==> config.mk <==
export PLATFORM = sky130hd
export DESIGN_NAME = mem_arbiter_flat
export DESIGN_NICKNAME = d
export VERILOG_FILES = /design/src/rtl/mem_arbiter_if.sv /design/src/rtl/mem_arbiter.sv /design/src/flat_wrapper.sv
export SDC_FILE = /design/constraint.sdc
export NUM_CORES = 1
export LEC_CHECK = 0
export CAP_MARGIN = 20
export CORE_ASPECT_RATIO = 0.5
export CORE_UTILIZATION = 37
export DETAILED_ROUTE_END_ITERATION = 10
export GPL_ROUTABILITY_DRIVEN = 0
export GPL_TIMING_DRIVEN = 1
export PLACE_DENSITY = 0.93
export SLEW_MARGIN = 20
export SYNTH_ARGS = -nofsm -noshare
export SYNTH_HDL_FRONTEND = slang
export SYNTH_SLANG_ARGS = --single-unit
==> constraint.sdc <==
create_clock -name CLK -period 3.1 [get_ports CLK]
set_clock_uncertainty 0.1 [all_clocks]
set_input_delay 0.62 -clock CLK [delete_from_list [all_inputs] [get_ports CLK]]
set_output_delay 0.62 -clock CLK [all_outputs]
set_load 0.01 [all_outputs]
==> src/rtl/mem_arbiter_if.sv <==
// Bundles the two requester ports and the RAM port of the memory arbiter.
// The slave modport is the arbiter's view. The master modport is the view of
// whatever sits on the other side: the datapath/cache and the RAM model.
interface mem_arbiter_if #(
  parameter int ADDR_W = 32,
  parameter int DATA_W = 32
);
  // instruction-fetch requester
  logic              iREN;
  logic [ADDR_W-1:0] iaddr;
  logic              ihit;
  logic [DATA_W-1:0] iload;
  // data requester
  logic              dREN;
  logic              dWEN;
  logic [ADDR_W-1:0] daddr;
  logic [DATA_W-1:0] dstore;
  logic              dhit;
  logic [DATA_W-1:0] dload;
  // single-ported RAM
  logic              ramREN;
  logic              ramWEN;
  logic [ADDR_W-1:0] ramaddr;
  logic [DATA_W-1:0] ramstore;
  logic [DATA_W-1:0] ramload;
  logic              ram_ready;

  modport slave (
    input  iREN, iaddr, dREN, dWEN, daddr, dstore, ramload, ram_ready,
    output ihit, iload, dhit, dload, ramREN, ramWEN, ramaddr, ramstore
  );

  modport master (
    output iREN, iaddr, dREN, dWEN, daddr, dstore, ramload, ram_ready,
    input  ihit, iload, dhit, dload, ramREN, ramWEN, ramaddr, ramstore
  );
endinterface

==> src/rtl/mem_arbiter.sv <==
// Arbiter that shares one single-ported RAM between instruction fetch and
// data accesses. Data accesses have priority. A saturating streak counter
// caps how many data grants in a row can pass a waiting fetch. Every access
// runs IDLE -> grant -> IDLE, so at most one access completes every 2 cycles.
module mem_arbiter #(
  parameter int ADDR_W       = 32,
  parameter int DATA_W       = 32,
  parameter int STARVE_LIMIT = 4
) (
  input  logic          CLK,
  input  logic          nRST,
  mem_arbiter_if.slave  bus
);
  localparam int             SW  = $clog2(STARVE_LIMIT + 1);
  localparam logic [SW-1:0]  LIM = SW'(STARVE_LIMIT);

  typedef enum logic [1:0] {IDLE, IGNT, DGNT} state_t;

  state_t            state_q, state_d;
  logic [ADDR_W-1:0] addr_q, addr_d;
  logic [DATA_W-1:0] store_q, store_d;
  logic              wr_q, wr_d;
  logic [SW-1:0]     streak_q, streak_d;
  logic              dreq;

  // A simultaneous dREN and dWEN counts as a write, so either bit is a data request.
  assign dreq = bus.dREN | bus.dWEN;

  // State and latched access registers. Reset drops any in-flight access.
  always_ff @(posedge CLK or negedge nRST) begin
    if (!nRST) begin
      state_q  <= IDLE;
      addr_q   <= '0;
      store_q  <= '0;
      wr_q     <= 1'b0;
      streak_q <= '0;
    end else begin
      state_q  <= state_d;
      addr_q   <= addr_d;
      store_q  <= store_d;
      wr_q     <= wr_d;
      streak_q <= streak_d;
    end
  end

  // Grant decision, operand capture on grant entry, and streak bookkeeping.
  always_comb begin
    state_d  = state_q;
    addr_d   = addr_q;
    store_d  = store_q;
    wr_d     = wr_q;
    streak_d = streak_q;
    case (state_q)
      IDLE: begin
        // Without a waiting fetch there is nothing to starve.
        if (!bus.iREN) streak_d = '0;
        if (dreq && (!bus.iREN || streak_q < LIM)) begin
          state_d = DGNT;
          addr_d  = bus.daddr;
          store_d = bus.dstore;
          wr_d    = bus.dWEN;
        end else if (bus.iREN) begin
          state_d = IGNT;
          addr_d  = bus.iaddr;
          wr_d    = 1'b0;
        end
      end
      IGNT: begin
        if (bus.ram_ready) begin
          state_d  = IDLE;
          streak_d = '0;
        end
      end
      DGNT: begin
        // A completed data access counts even if the requester withdrew.
        if (bus.ram_ready) begin
          state_d = IDLE;
          if (streak_q != LIM) streak_d = streak_q + SW'(1);
        end
      end
      default: state_d = IDLE;
    endcase
  end

  // RAM drive comes only from latched registers. A hit needs the requester still asking.
  always_comb begin
    bus.ramREN   = (state_q == IGNT) || ((state_q == DGNT) && !wr_q);
    bus.ramWEN   = (state_q == DGNT) && wr_q;
    bus.ramaddr  = addr_q;
    bus.ramstore = store_q;
    bus.ihit     = (state_q == IGNT) && bus.ram_ready && bus.iREN;
    bus.dhit     = (state_q == DGNT) && bus.ram_ready && dreq;
    bus.iload    = bus.ramload;
    bus.dload    = bus.ramload;
  end
endmodule

==> src/flat_wrapper.sv <==
// flat-port wrapper written by rule: the top's interface ports become plain ports
module mem_arbiter_flat 
#(
  parameter int ADDR_W       = 32,
  parameter int DATA_W       = 32,
  parameter int STARVE_LIMIT = 4
)
  (CLK, nRST, bus_iREN, bus_iaddr, bus_dREN, bus_dWEN, bus_daddr, bus_dstore, bus_ramload, bus_ram_ready, bus_ihit, bus_iload, bus_dhit, bus_dload, bus_ramREN, bus_ramWEN, bus_ramaddr, bus_ramstore);
  mem_arbiter_if #(.ADDR_W(ADDR_W), .DATA_W(DATA_W)) bus_i ();
  input  logic CLK;
  input  logic nRST;
  input wire logic [$bits(bus_i.iREN)-1:0] bus_iREN;
  input wire logic [$bits(bus_i.iaddr)-1:0] bus_iaddr;
  input wire logic [$bits(bus_i.dREN)-1:0] bus_dREN;
  input wire logic [$bits(bus_i.dWEN)-1:0] bus_dWEN;
  input wire logic [$bits(bus_i.daddr)-1:0] bus_daddr;
  input wire logic [$bits(bus_i.dstore)-1:0] bus_dstore;
  input wire logic [$bits(bus_i.ramload)-1:0] bus_ramload;
  input wire logic [$bits(bus_i.ram_ready)-1:0] bus_ram_ready;
  output wire logic [$bits(bus_i.ihit)-1:0] bus_ihit;
  output wire logic [$bits(bus_i.iload)-1:0] bus_iload;
  output wire logic [$bits(bus_i.dhit)-1:0] bus_dhit;
  output wire logic [$bits(bus_i.dload)-1:0] bus_dload;
  output wire logic [$bits(bus_i.ramREN)-1:0] bus_ramREN;
  output wire logic [$bits(bus_i.ramWEN)-1:0] bus_ramWEN;
  output wire logic [$bits(bus_i.ramaddr)-1:0] bus_ramaddr;
  output wire logic [$bits(bus_i.ramstore)-1:0] bus_ramstore;
  assign bus_i.iREN = bus_iREN;
  assign bus_i.iaddr = bus_iaddr;
  assign bus_i.dREN = bus_dREN;
  assign bus_i.dWEN = bus_dWEN;
  assign bus_i.daddr = bus_daddr;
  assign bus_i.dstore = bus_dstore;
  assign bus_i.ramload = bus_ramload;
  assign bus_i.ram_ready = bus_ram_ready;
  assign bus_ihit = bus_i.ihit;
  assign bus_iload = bus_i.iload;
  assign bus_dhit = bus_i.dhit;
  assign bus_dload = bus_i.dload;
  assign bus_ramREN = bus_i.ramREN;
  assign bus_ramWEN = bus_i.ramWEN;
  assign bus_ramaddr = bus_i.ramaddr;
  assign bus_ramstore = bus_i.ramstore;
  mem_arbiter #(.ADDR_W(ADDR_W), .DATA_W(DATA_W), .STARVE_LIMIT(STARVE_LIMIT)) u_core (.CLK(CLK), .nRST(nRST), .bus(bus_i));
endmodule
* Word-level counts from Yosys, hierarchy flattened
Cells that the tools add are included.
** Storage, ports and cells
- Input port bits :: 134
- Flip-flop bits (word level) :: 70
** Cells by class
- Bitwise gates (word level) :: 1
- Magnitude comparators :: 1
- Muxes and demuxes :: 13
- $add $sub $neg :: 1
- Eq/ne operators :: 9
- Reduce and logical (&&, ||, !) cells :: 19
** Operator list (count)
- 2-to-1 mux 32 bit :: 2
- 2-to-1 mux 3 bit :: 4
- one-hot mux 3 bit (3 select lines) :: 1
- logical AND 1 bit :: 7
- 2-to-1 mux 2 bit :: 3
- != test 2 bit (second input constant) :: 3
- AND reduction 2 bit :: 3
- AND reduction 5 bit :: 1
- != test 2 x 1 -> 1 bit (second input constant) :: 2
- one-hot mux 2 bit (2 select lines) :: 1
- adder 3 x 1 -> 3 bit (second input constant) :: 1
- less-than comparator 3 bit (second input constant) :: 1
- != test 3 x 2 -> 1 bit (second input constant) :: 1
- != test 3 bit (second input constant) :: 1
- nonzero test 3 bit :: 1
- equality test 2 x 1 -> 1 bit (second input constant) :: 1
- equality test 2 bit (second input constant) :: 1
- zero test 1 bit :: 2
- zero test 2 bit :: 1
- logical OR 1 bit :: 2
- 2-to-1 mux 1 bit :: 2
- nonzero test 2 bit :: 1
- OR reduction 2 bit :: 1
- bitwise OR 1 bit :: 1

* Logic depth before layout (Yosys ltp)
Gate-level depths: netlist of the first run.
- Depth in word-level cells :: 5
- Depth in mapped cells :: 7
- Depth with buffers taken out :: 5

* Least setup slack after synthesis of the first run
OpenSTA, ideal clock, no wires.
- Path type :: in2reg
- Start :: input bus_dWEN
- End :: register u_core.store_q[10] (netlist: u_core.bus.ramstore[10])
- Stages on the path :: 4
- Library setup time :: 0.125 ns
- Required time :: 2.875 ns
- Slack :: 1.469 ns
- Path buffers :: 1
- Data arrival time :: 1.406 ns
- Cell sequence :: a2bb2oi_2 -> nand2_2 -> clkbuf_8 -> mux2_2
** On the way
- Cells in the longest elaborated chain, start to end :: 3
** RTL lines
- start: declaration :: line flat_wrapper.sv:15 : input wire logic [$bits(bus_i.dWEN)-1:0] bus_dWEN;
- bitwise OR 1 bit :: line mem_arbiter.sv:27 : assign dreq = bus.dREN | bus.dWEN;
- logical AND 1 bit :: line mem_arbiter.sv:57 : if (dreq && (!bus.iREN || streak_q < LIM)) begin
- AND reduction 2 bit (no source line)
- end signal: assignment :: line mem_arbiter.sv:40 : store_q <= store_d;
- end: declaration :: line mem_arbiter.sv:21 : logic [DATA_W-1:0] store_q, store_d;
No other way between the ends.
A chain may end at the register's enable or synchronous reset.

* Worst setup path in the final report of the first run
- Start :: input bus_dWEN
- End :: output bus_dhit
** On the way
- Cells in the longest elaborated chain, start to end :: 2
** RTL lines
- bitwise OR 1 bit :: line mem_arbiter.sv:27
- logical AND 1 bit :: line mem_arbiter.sv:92 : bus.dhit = (state_q == DGNT) && bus.ram_ready && dreq;
- end: declaration :: line flat_wrapper.sv:22 : output wire logic [$bits(bus_i.dhit)-1:0] bus_dhit;
No other way between the ends.

==> results.txt, run 1 <==
----------------------------------------------------
[STA]
  Setup-violating endpoint count in the final report ... 0
  Max Clk Rate ... 0.360 GHz
  Post-route minimum period ... about 2.8 ns
  Worst setup slack after layout ... around 0.32 ns
  Count of final max-slew check failures ... 0
  RSZ-0062 raised after global routing ... false
  Total negative setup slack ... 0 ns
  Count of final hold-check violations ... 0
  Worst-case headroom to the max-slew limit ... 0.517
  Final period util ... 0.895
  Transition time at the pin with the least slew margin ... just over 0.7 ns

[Power and ir drop]
  Reported leakage power ... 0.00220 uW
  Overall power after layout ... a little under 5000 uW
  Largest vdd supply drop ... 0.334 mV
  Power density relative to cell area ... 919 mW/mm2

[Routing]
  DRC viols ... 0
  Number of DRC markers in iteration 0 ... 74
  Detailed-router iteration count before antenna repair ... 7
  Total number of vias ... approximately 2,600
  Number of nets with antenna violations after detailed routing ... 0
  Detailed-route vias per instance ... between 4 and 5
  Overall routed net length ... 9000 um
  Average wire per cell in the routed design ... 16.0 um

[GRT]
  Overall routing resource usage ... 0.178
  Pin count of the biggest net entering global routing ... 66
  Antenna violations before repair ... 0
  Total grt overflow ... 0
  Global-route wire length before repair ... 13,400 um
  Via count of the first global-routing pass ... roughly 2,600

[Placed design]
  Post-Place Worst Slack ... 0.338 ns
  Detailed-placement wirelength estimate ... 6890 um
  PortBufs ... 169

[Yosys]
  Sequential fraction of the synthesis area ... 0.486
  Mapped cell area ... around 0.0036 mm2
  Most numerous cell types in the synthesized netlist ... dfrtp_1, buf_4, mux2i_1, nand2_1, o21ai_0
  Share of synthesized flip-flops with an asynchronous set or reset ... 1.00
  Yosys warnings ... 0
  Predominant post-synthesis flop cell ... dfrtp_1
  Yosys cell types ... 32
  Mean cell area of the mapped netlist ... 11.5 um2
  Top cell type's share of synthesized area ... 0.486
  Biggest area consumer among synthesized cells ... dfrtp_1
  Number of enable flip-flop cells after synthesis ... 0
  Synth top area cells ... dfrtp_1, buf_4, mux2_2, mux2i_1, o21ai_0
  Register bit count reported by yosys ... 70
  Most common cell in the synthesized netlist ... dfrtp_1
  Post-Syn Nets ... 454
  Synth Instances ... ~310

[Die]
  Initial cell density of the core ... 0.382
  Number of ports placed on the die boundary ... around 270
  Cell row count ... 25
  Die footprint ... around 0.01 mm2
  Core footprint ... 0.00945 mm2
  Die span in x ... approximately 140 um
  Die H ... 71.8 um

[Hold path]
  Worst min-delay path class ... input port to asynchronous set/reset pin

[Clock tree]
  Post CTS Setup Buffer Count ... 0
  Buffers from clock root to sink, at most ... 2
  Number of sinks on the clock net ... 70
  TritonCTS clock tree ... done
  H-tree depth ... 3
  Inserted Clock Buffers ... 9
  Hold_buf cts ... 0
  Root Buffer ... clkbuf_16
  Skew-Pair Late Insertion Delay ... roughly 0.32 ns
  Clock input transition at the sequential cells of the worst setup and hold paths ... roughly 0.05 ns
  Cts repair resizes ... 0

[Critical path]
  Signal arrival time at the worst endpoint ... around 2 ns
  Endpoint kind of the worst setup timing path ... output pin
  CP Class ... input port to output pin
  Crit path max fanout ... 6
  CP Launch Type ... input port
  Crit path required time ... approximately 2.4 ns

[Finish]
  Inserted Diodes ... 0
  Number of nets in the layout ... ~560
  Share of cells above drive strength 1 ... 0.134
  Layout-stage area growth over the synthesis result ... 45.7%
  Layout fillers ... 800

[Outcome]
  Status ... completed

[Run]
  Max Cap Violations ... 0

----------------------------------------------------
==> state kept, by name, indices dropped and copies added, names as in the netlist <==
name / cells
u_core.state_q: 2
u_core.streak_q: 3
u_core.bus.ramaddr: 32
u_core.wr_q: 1
u_core.bus.ramstore: 32
==> critical path: stages <==
cell and delay [ns]:
clkdlybuf4s50_1 0.68, o211a_1 0.22, clkdlybuf4s50_1 0.54
==> cell usage in the layout, fill, tap and decap left out, types with 2 or more instances in the layout <==
cell and count:
nor2_1 2, buf_4 5, dfrtp_1 70, mux2i_1 33, a22o_1 2, inv_1 7, mux2_2 30, nand2_1 33
ha_1 6, clkdlybuf4s50_1 168, a31oi_1 2, o211a_1 2, clkbuf_16 9, clkbuf_8 5, a21o_1 2, o21ai_0 32
mux2_4 2
==> per-stage QoR <==
stage,utilization,instances,hold slack (ns),area (um2)
after global routing,0.556,561,0.305,5250
final,0.556,561,0.250,5250
after detailed placement,0.525,547,0.370,4960
after floorplan,-,314,0.224,3600
after CTS,0.556,561,0.271,5250
after global placement,0.525,547,0.362,4960
==> per-layer routing <==
metal  up-vias  global-route usage  wire (um)
li1       1232                   -          -
met1      1278               0.178       3200
met2        55               0.342       5180
met3        35              0.0455        387
met4         0              0.0992        222
met5         -                   0          0
==> power by group <==
group	switching, uW	internal (uW)	total (uW)
sequential	245	1370	1610
clock	348	641	989
combinational	942	1280	2220
total	1540	3290	4830
==> area by class of cell <==
type / instances / area [um2] / share of cell area
flip-flops and latches: 70 / 1750 / 0.333
repair buffers: 175 / 1740 / 0.332
multi-input cells: 160 / 1270 / 0.241
clock buffers: 14 / 294 / 0.0560
well taps: 135 / 169 / 0.0322
inverters: 7 / 26.3 / 0.00500
==> path summary, 6_finish.rpt <==
kind	startpoint	depth (start not counted)	slack, ns	to
max in group asynchronous	nRST	2	1.77	u_core.bus.ramaddr[30]
worst min register to register	u_core.bus.ramaddr[20]	2	0.38	u_core.bus.ramaddr[20]
worst max-delay path	bus_dWEN	3	0.32	bus_dhit
worst min-delay path	nRST	1	0.25	u_core.bus.ramstore[17]
worst max register to register	u_core.state_q[0]	5	1.22	u_core.bus.ramaddr[23]
min in group CLK	u_core.bus.ramaddr[20]	2	0.38	u_core.bus.ramaddr[20]
==> cell families (layout without fill, tap and decap cells) <==
logic type	count (synthesis)	count (layout)	synth area share
buffers and inverters	84	196	0.170
multiplexers	65	65	0.194
AND/OR/NAND/NOR	42	42	0.0489
flip-flops	70	70	0.486
adder cells (fa/ha/maj)	6	6	0.0208
AO/OA/AOI/OAI	47	47	0.0809
(Power assumes the default switching activity.)
==> inputs of run 2 (changes only) <==
--- a/config.mk
+++ b/config.mk
@@ -11,7 +11,7 @@
 export DETAILED_ROUTE_END_ITERATION = 10
 export GPL_ROUTABILITY_DRIVEN = 0
 export GPL_TIMING_DRIVEN = 1
-export PLACE_DENSITY = 0.93
+export PLACE_DENSITY_LB_ADDON = 0.3
 export SLEW_MARGIN = 20
 export SYNTH_ARGS = -nofsm -noshare
 export SYNTH_HDL_FRONTEND = slang
==> run 2 against run 1 <==
  * Non-clock buffer count increased by 4
  * Routed wire length increased by 1.8%
  * Setup slack improved by 0.14 ns
  * Register-to-register slack improved by 0.20 ns
  * Critical path type unchanged
  * Total power increased by 2.8%
  * Utilization increased by 0.65 points
  * Clock-buffer cell count decreased by 3
  * Via count decreased by 1.2%
  * Critical path depth unchanged
  * Die area unchanged
==> results.txt, run 2 (synthesis gave the netlist of run 1 again) <==
----------------------------------------------------
[Clock tree]
  Post CTS Setup Buffer Count ... 0 (unchanged)
  Cts repair resizes ... 0 (unchanged)
  Hold_buf cts ... 0 (unchanged)
  TritonCTS clock tree ... done (unchanged)
  Number of sinks on the clock net ... 70 (unchanged)
  Inserted Clock Buffers ... 9 (unchanged)
  Buffers from clock root to sink, at most ... 2 (unchanged)
  H-tree depth ... 3 (unchanged)
  Clock input transition at the sequential cells of the worst setup and hold paths ... 0.06 ns (was 0.05 ns)
  Skew-Pair Late Insertion Delay ... 0.33 ns (was 0.32 ns)
  Root Buffer ... clkbuf_16 (unchanged)

[GRT]
  Overall routing resource usage ... 0.185 (was 0.178)
  Pin count of the biggest net entering global routing ... 44 (was 66)
  Via count of the first global-routing pass ... 2,634 (was 2,622)
  Global-route wire length before repair ... 14,100 um (was 13,400 um)
  Total grt overflow ... 0 (unchanged)
  Antenna violations before repair ... 0 (unchanged)

[Routing]
  Detailed-router iteration count before antenna repair ... 4 (was 7)
  Number of nets with antenna violations after detailed routing ... 0 (unchanged)
  Detailed-route vias per instance ... 4.53 (was 4.63)
  DRC viols ... 0 (unchanged)
  Total number of vias ... 2,569 (was 2,600)
  Number of DRC markers in iteration 0 ... 102 (was 74)
  Average wire per cell in the routed design ... 16.2 um (was 16.0 um)
  Overall routed net length ... 9160 um (was 9000 um)

[Placed design]
  DP Area ... 0.00499 mm2 (was 0.00496 mm2)
  Dpl cells ... 551 (was 547)
  PortBufs ... 169 (unchanged)
  Detailed-placement wirelength estimate ... 6950 um (was 6890 um)

[Die]
  Die span in x ... 142 um (unchanged)
  Cell row count ... 25 (unchanged)
  Die H ... 71.8 um (unchanged)
  Die footprint ... 0.0102 mm2 (unchanged)
  Core footprint ... 0.00945 mm2 (unchanged)
  Number of ports placed on the die boundary ... 266 (unchanged)
  Initial cell density of the core ... 0.382 (unchanged)

[STA]
  Worst-case headroom to the max-slew limit ... 0.621 (was 0.517)
  WHS ... 0.179 ns (was 0.250 ns)
  Post-route minimum period ... 2.64 ns (was 2.78 ns)
  Final period util ... 0.850 (was 0.895)
  Count of final hold-check violations ... 0 (unchanged)
  Transition time at the pin with the least slew margin ... 0.568 ns (was 0.724 ns)
  RSZ-0062 raised after global routing ... false (unchanged)
  Total negative setup slack ... 0 ns (unchanged)
  Count of final max-slew check failures ... 0 (unchanged)
  Max Clk Rate ... 0.379 GHz (was 0.360 GHz)
  Setup-violating endpoint count in the final report ... 0 (unchanged)

[Finish]
  Non-filler cells in the finished layout ... 567 (was 561)
  Post-Route Utilization ... 0.563 (was 0.556)
  Layout-stage area growth over the synthesis result ... 47.4% (was 45.7%)
  Inserted Diodes ... 0 (unchanged)
  Commonest cells after routing, fill and taps aside ... clkdlybuf4s50_1, dfrtp_1, mux2i_1, nand2_1, o21ai_0 (unchanged)
  Leading cell type in the layout, fill and taps excluded ... clkdlybuf4s50_1 (unchanged)
  Layout fillers ... 839 (was 800)
  Non-Filler Cell Area, Final ... 0.00531 mm2 (was 0.00525 mm2)
  Share of cells above drive strength 1 ... 0.144 (was 0.134)
  Number of nets in the layout ... 567 (was 563)

[Power and ir drop]
  Reported leakage power ... 0.00222 uW (was 0.00220 uW)
  Switching share of total power ... 0.314 (was 0.318)
  Share of power burned in combinational logic ... 0.455 (was 0.461)
  Power density relative to cell area ... 933 mW/mm2 (was 919 mW/mm2)
  Sw Pwr ... 1560 uW (was 1540 uW)
  Register share of total power ... 0.323 (was 0.334)
  Clock network fraction of total power ... 0.222 (was 0.205)
  Largest vdd supply drop ... 0.423 mV (was 0.334 mV)
  Internal power ... 3400 uW (was 3290 uW)

[Critical path]
  Signal arrival time at the worst endpoint ... 1.92 ns (was 2.06 ns)
  CP Launch Type ... input port (unchanged)
  Worst setup path startpoint ... bus_ram_ready (was bus_dWEN)
  CP Class ... input port to output pin (unchanged)
  Endpoint kind of the worst setup timing path ... output pin (unchanged)
  Crit path required time ... 2.38 ns (about the same)
  Worst reg2reg path startpoint ... u_core.state_q[0] (unchanged)
  Crit path max fanout ... 7 (was 6)

[Outcome]
  Status ... completed (unchanged)

[Run]
  Max Cap Violations ... 0 (unchanged)

[Hold path]
  Worst min-delay path class ... input port to asynchronous set/reset pin (unchanged)

----------------------------------------------------
[run 2: cell count changes in the layout (fill, tap and decap cells not counted)]
cell | before | now
buf_4 | 5 | 9
clkbuf_8 | 5 | 1
clkinvlp_4 | 0 | 3
bufinv_16 | 0 | 2
clkbuf_1 | 0 | 1
[run 2: power by group through the flow]
stage | Combinational [uW] | Sequential [uW] | Clock (uW)
after floorplan | 919 | 1800 | 0
after global placement | 2260 | 1590 | 0
after detailed placement | 2280 | 1610 | 0
after CTS | 2290 | 1610 | 1140
after global routing | 2410 | 1670 | 1180
final | 2260 | 1600 | 1100
[run 2: final cells by class]
type | count | area [um2] | area share
clock buffer | 11 | 243 | 0.0457
clock inverter | 5 | 82.6 | 0.0155
inverter | 7 | 26.3 | 0.00494
multi-input combinational | 160 | 1270 | 0.239
sequential | 70 | 1750 | 0.330
tap | 135 | 169 | 0.0318
timing repair buffer | 179 | 1770 | 0.334
[run 2: metrics by stage]
step	total power [uW]	setup slack, ns
floorplan	2720	1.47
global placement	3850	0.490
detailed placement	3890	0.488
CTS	5030	0.486
global route	5260	0.421
finish	4960	0.464
[run 2: worst paths after layout]
check                                              end  slack [ns]  cells after the start
worst min register to register   u_core.bus.ramaddr[0]        0.38                      2
max in group asynchronous       u_core.bus.ramaddr[20]        1.98                      2
min in group CLK                 u_core.bus.ramaddr[0]        0.38                      2
worst min-delay path            u_core.bus.ramstore[1]        0.18                      1
worst max register to register  u_core.bus.ramaddr[20]        1.42                      5
worst max-delay path                          bus_ihit        0.46                      3
[run 2: per-layer routing]
layer / wire [um] / GRT usage
met4: 456 / 0.124
met1: 3410 / 0.197
met5: 0 / 0
met3: 538 / 0.0568
met2: 4750 / 0.325
[run 2: worst max-delay path: stages]
cell and delay [ns]:
clkdlybuf4s50_1 0.58, and3_1 0.19, clkdlybuf4s50_1 0.52
